### src/rtl/ps2_pkg.sv
// Shared PS/2 definitions: FSM states, frame size and default bus timing.
// The host transmitter, mouse_decoder and keyboard_decoder all import this package.
package ps2_pkg;

    localparam int PS2_FRAME_BITS = 10;
    localparam int PS2_CNT_W      = 20;

    localparam int PS2_INHIBIT_CYCLES = 6000;
    localparam int PS2_SETUP_CYCLES   = 250;
    localparam int PS2_START_TIMEOUT  = 750000;
    localparam int PS2_XFER_TIMEOUT   = 100000;

    typedef enum logic [2:0] {
        ST_IDLE,
        ST_INHIBIT,
        ST_REQ,
        ST_WAIT_FIRST,
        ST_DATA,
        ST_WAIT_ACK,
        ST_WAIT_IDLE,
        ST_ERR
    } ps2_state_e;

    // Host frame after the start bit: stop, odd parity, data. Bit 0 goes out first.
    function automatic logic [PS2_FRAME_BITS-1:0] ps2_frame(input logic [7:0] data);
        return {1'b1, ~^data, data};
    endfunction

endpackage

### src/rtl/ps2_sync_edge.sv
// Two-flop synchroniser for a raw PS/2 line plus a registered falling-edge strobe.
// Registers reset to 1, which is the idle bus level, so releasing reset never fakes an edge.
module ps2_sync_edge (
    input  logic CLOCK50,
    input  logic reset,
    input  logic line_raw,
    output logic line_s,
    output logic fall
);

    logic line_meta;
    logic line_prev;

    always_ff @(posedge CLOCK50) begin
        if (reset) begin
            line_meta <= 1'b1;
            line_s    <= 1'b1;
            line_prev <= 1'b1;
            fall      <= 1'b0;
        end else begin
            line_meta <= line_raw;
            line_s    <= line_meta;
            line_prev <= line_s;
            fall      <= line_prev & ~line_s;
        end
    end

endmodule

### src/rtl/ps2_host_tx.sv
// PS/2 host-to-device transmitter: sends one command byte over the open-drain
// PS2_CLK/PS2_DAT pins and reports ACK (tx_done) or timeout/NACK (tx_error).
//
//   state         | meaning
//   ST_IDLE       | bus released, waiting for a command
//   ST_INHIBIT    | clock held low to abort any device traffic
//   ST_REQ        | data pulled low (start bit) with clock still low
//   ST_WAIT_FIRST | clock released, waiting for the device's first falling edge
//   ST_DATA       | presenting data, parity and stop on successive falls
//   ST_WAIT_ACK   | bus released, sampling the device ACK on the next fall
//   ST_WAIT_IDLE  | waiting for both lines to return high
//   ST_ERR        | one-cycle error report
module ps2_host_tx
    import ps2_pkg::*;
#(
    parameter int INHIBIT_CYCLES = PS2_INHIBIT_CYCLES,
    parameter int SETUP_CYCLES   = PS2_SETUP_CYCLES,
    parameter int START_TIMEOUT  = PS2_START_TIMEOUT,
    parameter int XFER_TIMEOUT   = PS2_XFER_TIMEOUT
) (
    input  logic       CLOCK50,
    input  logic       reset,
    input  logic       ps2_clk_in,
    input  logic       ps2_dat_in,
    output logic       ps2_clk_oe,
    output logic       ps2_dat_oe,
    input  logic [7:0] cmd_data,
    input  logic       cmd_valid,
    output logic       cmd_ready,
    output logic       tx_busy,
    output logic       tx_done,
    output logic       tx_error
);

    localparam logic [PS2_CNT_W-1:0] INHIBIT_LOAD = PS2_CNT_W'(INHIBIT_CYCLES - 1);
    localparam logic [PS2_CNT_W-1:0] SETUP_LOAD   = PS2_CNT_W'(SETUP_CYCLES - 1);
    localparam logic [PS2_CNT_W-1:0] START_LOAD   = PS2_CNT_W'(START_TIMEOUT - 1);
    localparam logic [PS2_CNT_W-1:0] XFER_LOAD    = PS2_CNT_W'(XFER_TIMEOUT - 1);

    ps2_state_e                  state;
    logic [PS2_FRAME_BITS-1:0]   shreg;
    logic [3:0]                  bit_cnt;
    logic [PS2_CNT_W-1:0]        tmr;
    logic [PS2_CNT_W-1:0]        xfer_tmr;

    logic clk_s;
    logic clk_fall;
    logic dat_meta;
    logic dat_s;

    ps2_sync_edge u_clk_sync (
        .CLOCK50  (CLOCK50),
        .reset    (reset),
        .line_raw (ps2_clk_in),
        .line_s   (clk_s),
        .fall     (clk_fall)
    );

    always_ff @(posedge CLOCK50) begin
        if (reset) begin
            dat_meta <= 1'b1;
            dat_s    <= 1'b1;
        end else begin
            dat_meta <= ps2_dat_in;
            dat_s    <= dat_meta;
        end
    end

    assign cmd_ready = (state == ST_IDLE);
    assign tx_busy   = (state != ST_IDLE);

    always_ff @(posedge CLOCK50) begin
        if (reset) begin
            state      <= ST_IDLE;
            ps2_clk_oe <= 1'b0;
            ps2_dat_oe <= 1'b0;
            tx_done    <= 1'b0;
            tx_error   <= 1'b0;
            shreg      <= '0;
            bit_cnt    <= '0;
            tmr        <= '0;
            xfer_tmr   <= '0;
        end else begin
            tx_done  <= 1'b0;
            tx_error <= 1'b0;
            // Both timers are saturating down-counters; a state reloads its own on entry.
            if (tmr != '0)      tmr      <= tmr - 1'b1;
            if (xfer_tmr != '0) xfer_tmr <= xfer_tmr - 1'b1;

            case (state)
                ST_IDLE: begin
                    ps2_clk_oe <= 1'b0;
                    ps2_dat_oe <= 1'b0;
                    if (cmd_valid) begin
                        shreg      <= ps2_frame(cmd_data);
                        bit_cnt    <= '0;
                        tmr        <= INHIBIT_LOAD;
                        ps2_clk_oe <= 1'b1;
                        state      <= ST_INHIBIT;
                    end
                end
                ST_INHIBIT: begin
                    if (tmr == '0) begin
                        ps2_dat_oe <= 1'b1;
                        tmr        <= SETUP_LOAD;
                        state      <= ST_REQ;
                    end
                end
                ST_REQ: begin
                    if (tmr == '0) begin
                        ps2_clk_oe <= 1'b0;
                        tmr        <= START_LOAD;
                        state      <= ST_WAIT_FIRST;
                    end
                end
                ST_WAIT_FIRST: begin
                    if (clk_fall) begin
                        ps2_dat_oe <= ~shreg[0];
                        shreg      <= {1'b0, shreg[PS2_FRAME_BITS-1:1]};
                        bit_cnt    <= 4'd1;
                        xfer_tmr   <= XFER_LOAD;
                        state      <= ST_DATA;
                    end else if (tmr == '0) begin
                        ps2_dat_oe <= 1'b0;
                        tx_error   <= 1'b1;
                        state      <= ST_ERR;
                    end
                end
                ST_DATA: begin
                    if (xfer_tmr == '0) begin
                        ps2_dat_oe <= 1'b0;
                        tx_error   <= 1'b1;
                        state      <= ST_ERR;
                    end else if (clk_fall) begin
                        ps2_dat_oe <= ~shreg[0];
                        shreg      <= {1'b0, shreg[PS2_FRAME_BITS-1:1]};
                        bit_cnt    <= bit_cnt + 1'b1;
                        // Fall #10 puts out the stop bit (a released line) and ends the frame.
                        if (bit_cnt == 4'(PS2_FRAME_BITS - 1)) state <= ST_WAIT_ACK;
                    end
                end
                ST_WAIT_ACK: begin
                    if (xfer_tmr == '0) begin
                        tx_error <= 1'b1;
                        state    <= ST_ERR;
                    end else if (clk_fall) begin
                        if (dat_s) begin
                            tx_error <= 1'b1;
                            state    <= ST_ERR;
                        end else begin
                            state <= ST_WAIT_IDLE;
                        end
                    end
                end
                ST_WAIT_IDLE: begin
                    if (xfer_tmr == '0) begin
                        tx_error <= 1'b1;
                        state    <= ST_ERR;
                    end else if (clk_s && dat_s) begin
                        tx_done <= 1'b1;
                        state   <= ST_IDLE;
                    end
                end
                ST_ERR: begin
                    ps2_clk_oe <= 1'b0;
                    ps2_dat_oe <= 1'b0;
                    state      <= ST_IDLE;
                end
                default: begin
                    ps2_clk_oe <= 1'b0;
                    ps2_dat_oe <= 1'b0;
                    state      <= ST_IDLE;
                end
            endcase
        end
    end

endmodule
### config.mk
export PLATFORM = sky130hd
export DESIGN_NAME = ps2_host_tx
export DESIGN_NICKNAME = d
export VERILOG_FILES = /design/src/rtl/ps2_pkg.sv /design/src/rtl/ps2_sync_edge.sv /design/src/rtl/ps2_host_tx.sv
export SDC_FILE = /design/constraint.sdc
export NUM_CORES = 1
export LEC_CHECK = 0
export BUFFER_PORTS_ARGS = -buffer_cell sky130_fd_sc_hd__buf_4
export CORE_ASPECT_RATIO = 0.7
export CORE_MARGIN = 3
export CORE_UTILIZATION = 55
export DETAILED_ROUTE_END_ITERATION = 12
export PLACE_DENSITY = 0.76
export SYNTH_ARGS = -nofsm -noshare
export SYNTH_HDL_FRONTEND = slang
export SYNTH_HIERARCHICAL = 1
export SYNTH_SLANG_ARGS = --single-unit
### constraint.sdc
create_clock -name CLOCK50 -period 2.3 [get_ports CLOCK50]
set_input_delay 0.23 -clock CLOCK50 [delete_from_list [all_inputs] [get_ports CLOCK50]]
set_output_delay 0.23 -clock CLOCK50 [all_outputs]
set_load 0.01 [all_outputs]
# Word-level counts from Yosys, hierarchy flattened
# Index checks and enable logic that the tools add are counted.
[word_totals]
regBits = 67
[op_classes]
addsub = 3
eq_ne = 19
n_mux = 47
n_bitwise = 4
n_reduce_logical = 19
[op_table]
columns = ["op", "count"]
rows = [
  ["$mux W20", 7],
  ["$pmux W20 S3", 1],
  ["$logic_not A20 Y1", 2],
  ["$reduce_bool A20 Y1", 2],
  ["$sub A20 B1 Y20 const B", 2],
  ["$mux W3", 12],
  ["$mux W10", 3],
  ["$pmux W10 S3", 1],
  ["$pmux W3 S8", 1],
  ["$mux W4", 4],
  ["$mux W1", 14],
  ["$eq A3 B3 Y1 const B", 4],
  ["$pmux W4 S3", 1],
  ["$ne A3 B2 Y1 const B", 3],
  ["$reduce_bool A3 Y1", 3],
  ["$ne A2 B2 Y1 const B", 4],
  ["$reduce_and A8 Y1", 1],
  ["$reduce_xnor A8 Y1", 1],
  ["$eq A3 B2 Y1 const B", 2],
  ["$ne A3 B3 Y1 const B", 2],
  ["$pmux W1 S3", 2],
  ["$reduce_and A5 Y1", 1],
  ["$add A4 B1 Y4 const B", 1],
  ["$eq A4 B4 Y1 const B", 1],
  ["13 further kinds", 17],
]

# Depth between registers and ports, before layout
[depth]
depth_word = 5
depth_mapped = 9

# By module
# The synthesis kept the hierarchy.
[by_module_without_submodules]
columns = ["mod", "n_inst", "cells_per_inst", "area_each_um2", "seq_area_each_um2"]
rows = [
  ["ps2_host_tx", 1, 424, 3480.8, 1261.2],
  ["ps2_sync_edge", 1, 8, 106.4, 80.1],
]

# Worst setup path after synthesis
# OpenSTA, ideal clock, no wires.
[synth_path]
path_type = "register -> register"
startpoint = "register tmr[14]"
endpoint = "register tmr[1]"
setup_time_ns = 0.070
arrival_time_ns = 2.259
required_ns = 2.230
slack_ns = -0.029
stages_incl_launch_ff = 7
path_buffers = 1
period_less_slack_ns = 2.329
cell_sequence = "dfxtp_1 or4_1 buf_2 or4_1 nor2_1 mux2_2 a21oi_1"
[synth_via]
elab_chain_cells = 4
[synth_rtl]
columns = ["item", "line_no", "text"]
rows = [
  ["start: declaration", "ps2_host_tx.sv:43", "logic [PS2_CNT_W-1:0] tmr;"],
  ["start signal: assignment", "ps2_host_tx.sv:87", "if (tmr != '0) tmr <= tmr - 1'b1;"],
  ["$reduce_bool A20 Y1", "ps2_host_tx.sv:87", ""],
  ["$mux W20", "ps2_host_tx.sv:87", ""],
  ["$mux W20, on equally long branches", "ps2_host_tx.sv:110, ps2_host_tx.sv:94, ps2_host_tx.sv:103", ""],
  ["$pmux W20 S3 (*)", "ps2_host_tx.sv:90", "case (state)"],
]
# Every way passes the cells marked *; elsewhere a longest branch is shown, timed or not.
# A chain may end at the register's enable or synchronous reset.

# Worst setup path in the final report
[layout_path]
startpoint = "register xfer_tmr[16]"
endpoint = "register state[0]"
[layout_via]
elab_chain_cells = 3
[layout_rtl]
columns = ["item", "line_no", "text"]
rows = [
  ["start: declaration", "ps2_host_tx.sv:44", "logic [PS2_CNT_W-1:0] xfer_tmr;"],
  ["start signal: assignment", "ps2_host_tx.sv:88", "if (xfer_tmr != '0) xfer_tmr <= xfer_tmr - 1'b1;"],
  ["$logic_not A20 Y1 (*)", "ps2_host_tx.sv:130, ps2_host_tx.sv:143, ps2_host_tx.sv:156", ""],
  ["$ne A3 B2 Y1 (no line), or another cell as far along", "-", ""],
  ["$reduce_and A8 Y1 (no line) or $pmux W3 S8 (tied branches)", "-", ""],
  ["end signal: assignment", "ps2_host_tx.sv:133", "state <= ST_ERR;"],
  ["end signal: assignment", "ps2_host_tx.sv:145", "state <= ST_ERR;"],
  ["end signal: assignment", "ps2_host_tx.sv:158", "state <= ST_ERR;"],
  ["end: declaration", "ps2_host_tx.sv:40", "ps2_state_e state;"],
]
# Marked as above.

==> metrics.md <==
| Metric | Value |
|---|---|
| CTS buffer count | `9` |
| Seq cells post-synth | `67` |
| Routed Antenna Nets | `0` |
| Post-CTS Hold Fix Bufs | `0` |
| RePlAce Congestion | `0.863` |
| Final TNS setup | `-0.0836 ns` |
| Yosys top cell by area | `dfxtp_1` |
| Final HPWL DP | `6.28 mm` |
| Initial antenna violation count | `0` |
| Synth Instances | `roughly 430` |
| Peak supply drop | `between 0.7 and 0.8 mV` |
| Power Density | `around 1500 mW/mm^2` |
| Critical path type | `flip-flop to flip-flop` |
| Most common cell after layout, fill and taps aside | `dfxtp_1` |
| Vias in the first global route | `3094` |
| Rows | `23` |
| Clock power frac | `roughly 17%` |
| Core Region | `approximately 0.006 mm^2` |
| Drt drc | `0` |
| Comb power frac | `between 50% and 60%` |
| Number of H-tree levels | `3` |
| Fin crit share | `103%` |
| 1st-iter DRT viols | `290` |
| Mapped Area | `~0.0036 mm^2` |
| Post-Syn Nets | `450` |
| Via-to-Cell Ratio | `around 6.3` |
| Synth top area share | `between 30% and 40%` |
| GRT Total Usage | `between 20% and 30%` |
| Sw frac | `between 40% and 50%` |
| Violated checks | `negative setup slack` |
| Number of synthesized flops with an enable pin | `0` |
| Die Y | `around 74 um` |
| Vias | `around 3500` |
| Die area | `between 0.007 and 0.008 mm^2` |
| Synthesized area per cell | `8.30 um^2` |
| Main synth FF type | `dfxtp_1` |
| Antenna Cells | `0` |
| Ys Warns | `6` |
| Kind of end point of the critical path | `flip-flop` |
| Max-Cap Viols | `0` |
| Overflow after GRT | `0` |
| F_max | `about 0.42 GHz` |
| Initial Util | `about three fifths` |
| Required @ worst endpoint | `around 2.6 ns` |
| P&R area growth vs syn | `22.5%` |
| Share of flip-flops with an asynchronous set or reset | `0%` |
| Commonest cells after routing, fill and taps aside | `dfxtp_1, buf_4, a21oi_1` |
| Final hold vios | `0` |
| Share of layout cells above drive strength 1 | `22.7%` |
| DR WL/cell | `approximately 17 um` |
| Sequential share of power | `a little over a quarter` |
| Setup ws final | `-0.0689 ns` |
| Clock buffer depth | `2` |
| Leakage | `~1.7 nW` |
| Num ports | `19` |
| Slew Limit Fails | `0` |
| Worst-margin pin slew | `between 0.5 and 0.6 ns` |
| Register area share after synthesis | `a little under two fifths` |
| Routed WL | `roughly 9.4 mm` |
| Worst slew margin | `between 60% and 70%` |
| First-pass GRT wire length | `roughly 15 mm` |
| Number of port buffers | `18` |
| RSZ-0062 raised after global routing | `yes` |
| Clk sinks | `67` |
| Pint | `approximately 3.9 mW` |
| Clock-pin slew on the worst setup and hold paths | `approximately 0.08 ns` |
| Clock latency on the worst-skew pair | `about 0.36 ns` |
| Final setup vio count | `3` |
| Clock root cell | `clkbuf_8` |
| CTS tree | `built` |
| # fillers | `461` |
| CP Max Fanout | `6` |
| Largest net degree at the start of global routing | `between 50 and 60` |
| Drt pass-1 iters | `5` |
| Fin nets | `497` |
| Hold_ws | `0.0470 ns` |
| Sw Pwr | `~2.8 mW` |
| Skew final | `0.0133 ns` |
| HP Class | `input pin to flip-flop` |
| WP data arrival | `2.66 ns` |
| Final min period | `about 2.4 ns` |
| Synth top area cells | `dfxtp_1, a21oi_1, xnor2_1` |
| Worst Setup Start Kind | `flip-flop` |
| Number of library cell types mapped by synthesis | `62` |
| Die X | `around 100 um` |
| Outcome | `finished, violations left` |
## routing by layer
metal  part of all wire, %  vias to the layer above  global-route usage (%)
met2                    43                      124                    35.3
met4                   1.3                        0                    6.40
met5                     0                        -                       0
met1                    49                     1694                    36.9
met3                   6.7                       13                    6.74
li1                      -                     1699                       -
## layout make-up
cell class	count	area, um^2	share of cell area, %
well taps	75	93.8	2.14
repair buffers	61	504	11.5
inverters	10	37.5	0.854
clock inverters	6	88.8	2.02
clock buffers	10	138	3.13
multi-input cells	330	2180	49.6
flip-flops and latches	67	1350	30.7
## what timing repair did
| item | in CTS | in global routing |
|---|---|---|
| setup buffers | 0 | 5 |
| endpoints found under the setup margin | 6 | 26 |
| gates cloned | 0 | 1 |
| pin swaps | 0 | 6 |
| gates resized for setup | 3 | 23 |
## critical path, stage by stage, from the launching register on
cell and delay, ns:
dfxtp_4 0.36, or4_4 0.53, or4_4 0.57, buf_12 0.17, o211a_4 0.24, a311oi_1 0.28, o2bb2ai_1 0.15
## logic make-up (layout without fill, tap and decap cells)
| group | count (synthesis) | count (layout) | synth area share [%] |
|---|---|---|---|
| compound gates | 121 | 121 | 22.3 |
| xor+xnor | 21 | 21 | 5.13 |
| fa+ha+maj | 5 | 5 | 1.74 |
| buf+inv | 35 | 87 | 4.19 |
| flops | 67 | 67 | 37.4 |
| mux | 8 | 8 | 2.27 |
| simple gates | 175 | 175 | 27.0 |
## sequential cells by signal, indices dropped and copies added, names as in the netlist
name and flops:
tmr 20, xfer_tmr 20, shreg 10, bit_cnt 4, state 3, dat_meta 1, dat_s 1, ps2_clk_oe 1
ps2_dat_oe 1, tx_done 1, tx_error 1, u_clk_sync/fall 1, u_clk_sync/line_meta 1, u_clk_sync/line_prev 1, u_clk_sync/line_s 1
## stage by stage
step	total power, mW	util, %	setup slack, ns	cells	cell area, um^2
3_3_place_gp	4.93	66.7	0.0340	537	4010
2_1_floorplan	3.95	-	0.0321	432	3590
6_report	6.64	73.0	-0.0689	559	4390
5_1_grt	7.06	73.0	-0.0796	559	4390
3_5_place_dp	5.04	66.7	0.00495	537	4010
4_1_cts	6.23	70.7	0.00111	553	4250
## worst paths after layout
path / start / endpoint / slack (ns) / cells after the start
max reg2reg: xfer_tmr[16] / state[0] / -0.07 / 6
max: xfer_tmr[16] / state[0] / -0.07 / 6
min: ps2_dat_in / dat_meta / 0.05 / 2
min reg2reg: dat_meta / dat_s / 0.41 / 1
## Yosys cell counts, types with 5 or more instances
master,number
dfxtp_1,67
ha_1,5
inv_1,10
nor2_1,32
nor4_1,10
xnor2_1,15
mux2i_1,7
nand3_1,14
a211oi_1,6
nor3_1,23
clkbuf_1,20
nor2b_1,6
a21oi_1,41
or3_1,13
o21ai_0,20
or4_1,12
nand2_1,26
nand2b_1,11
xor2_1,6
a311oi_1,10
a31oi_1,7
o31ai_1,5
## power by group through the flow
stage,logic [mW],registers [mW],clock network [mW]
finish,3.74,1.78,1.12
global route,4.07,1.82,1.17
CTS,3.34,1.76,1.13
detailed placement,3.26,1.78,0
global placement,3.16,1.76,0
floorplan,2.21,1.74,0
Note: power is estimated with default switching activity, not from simulation.
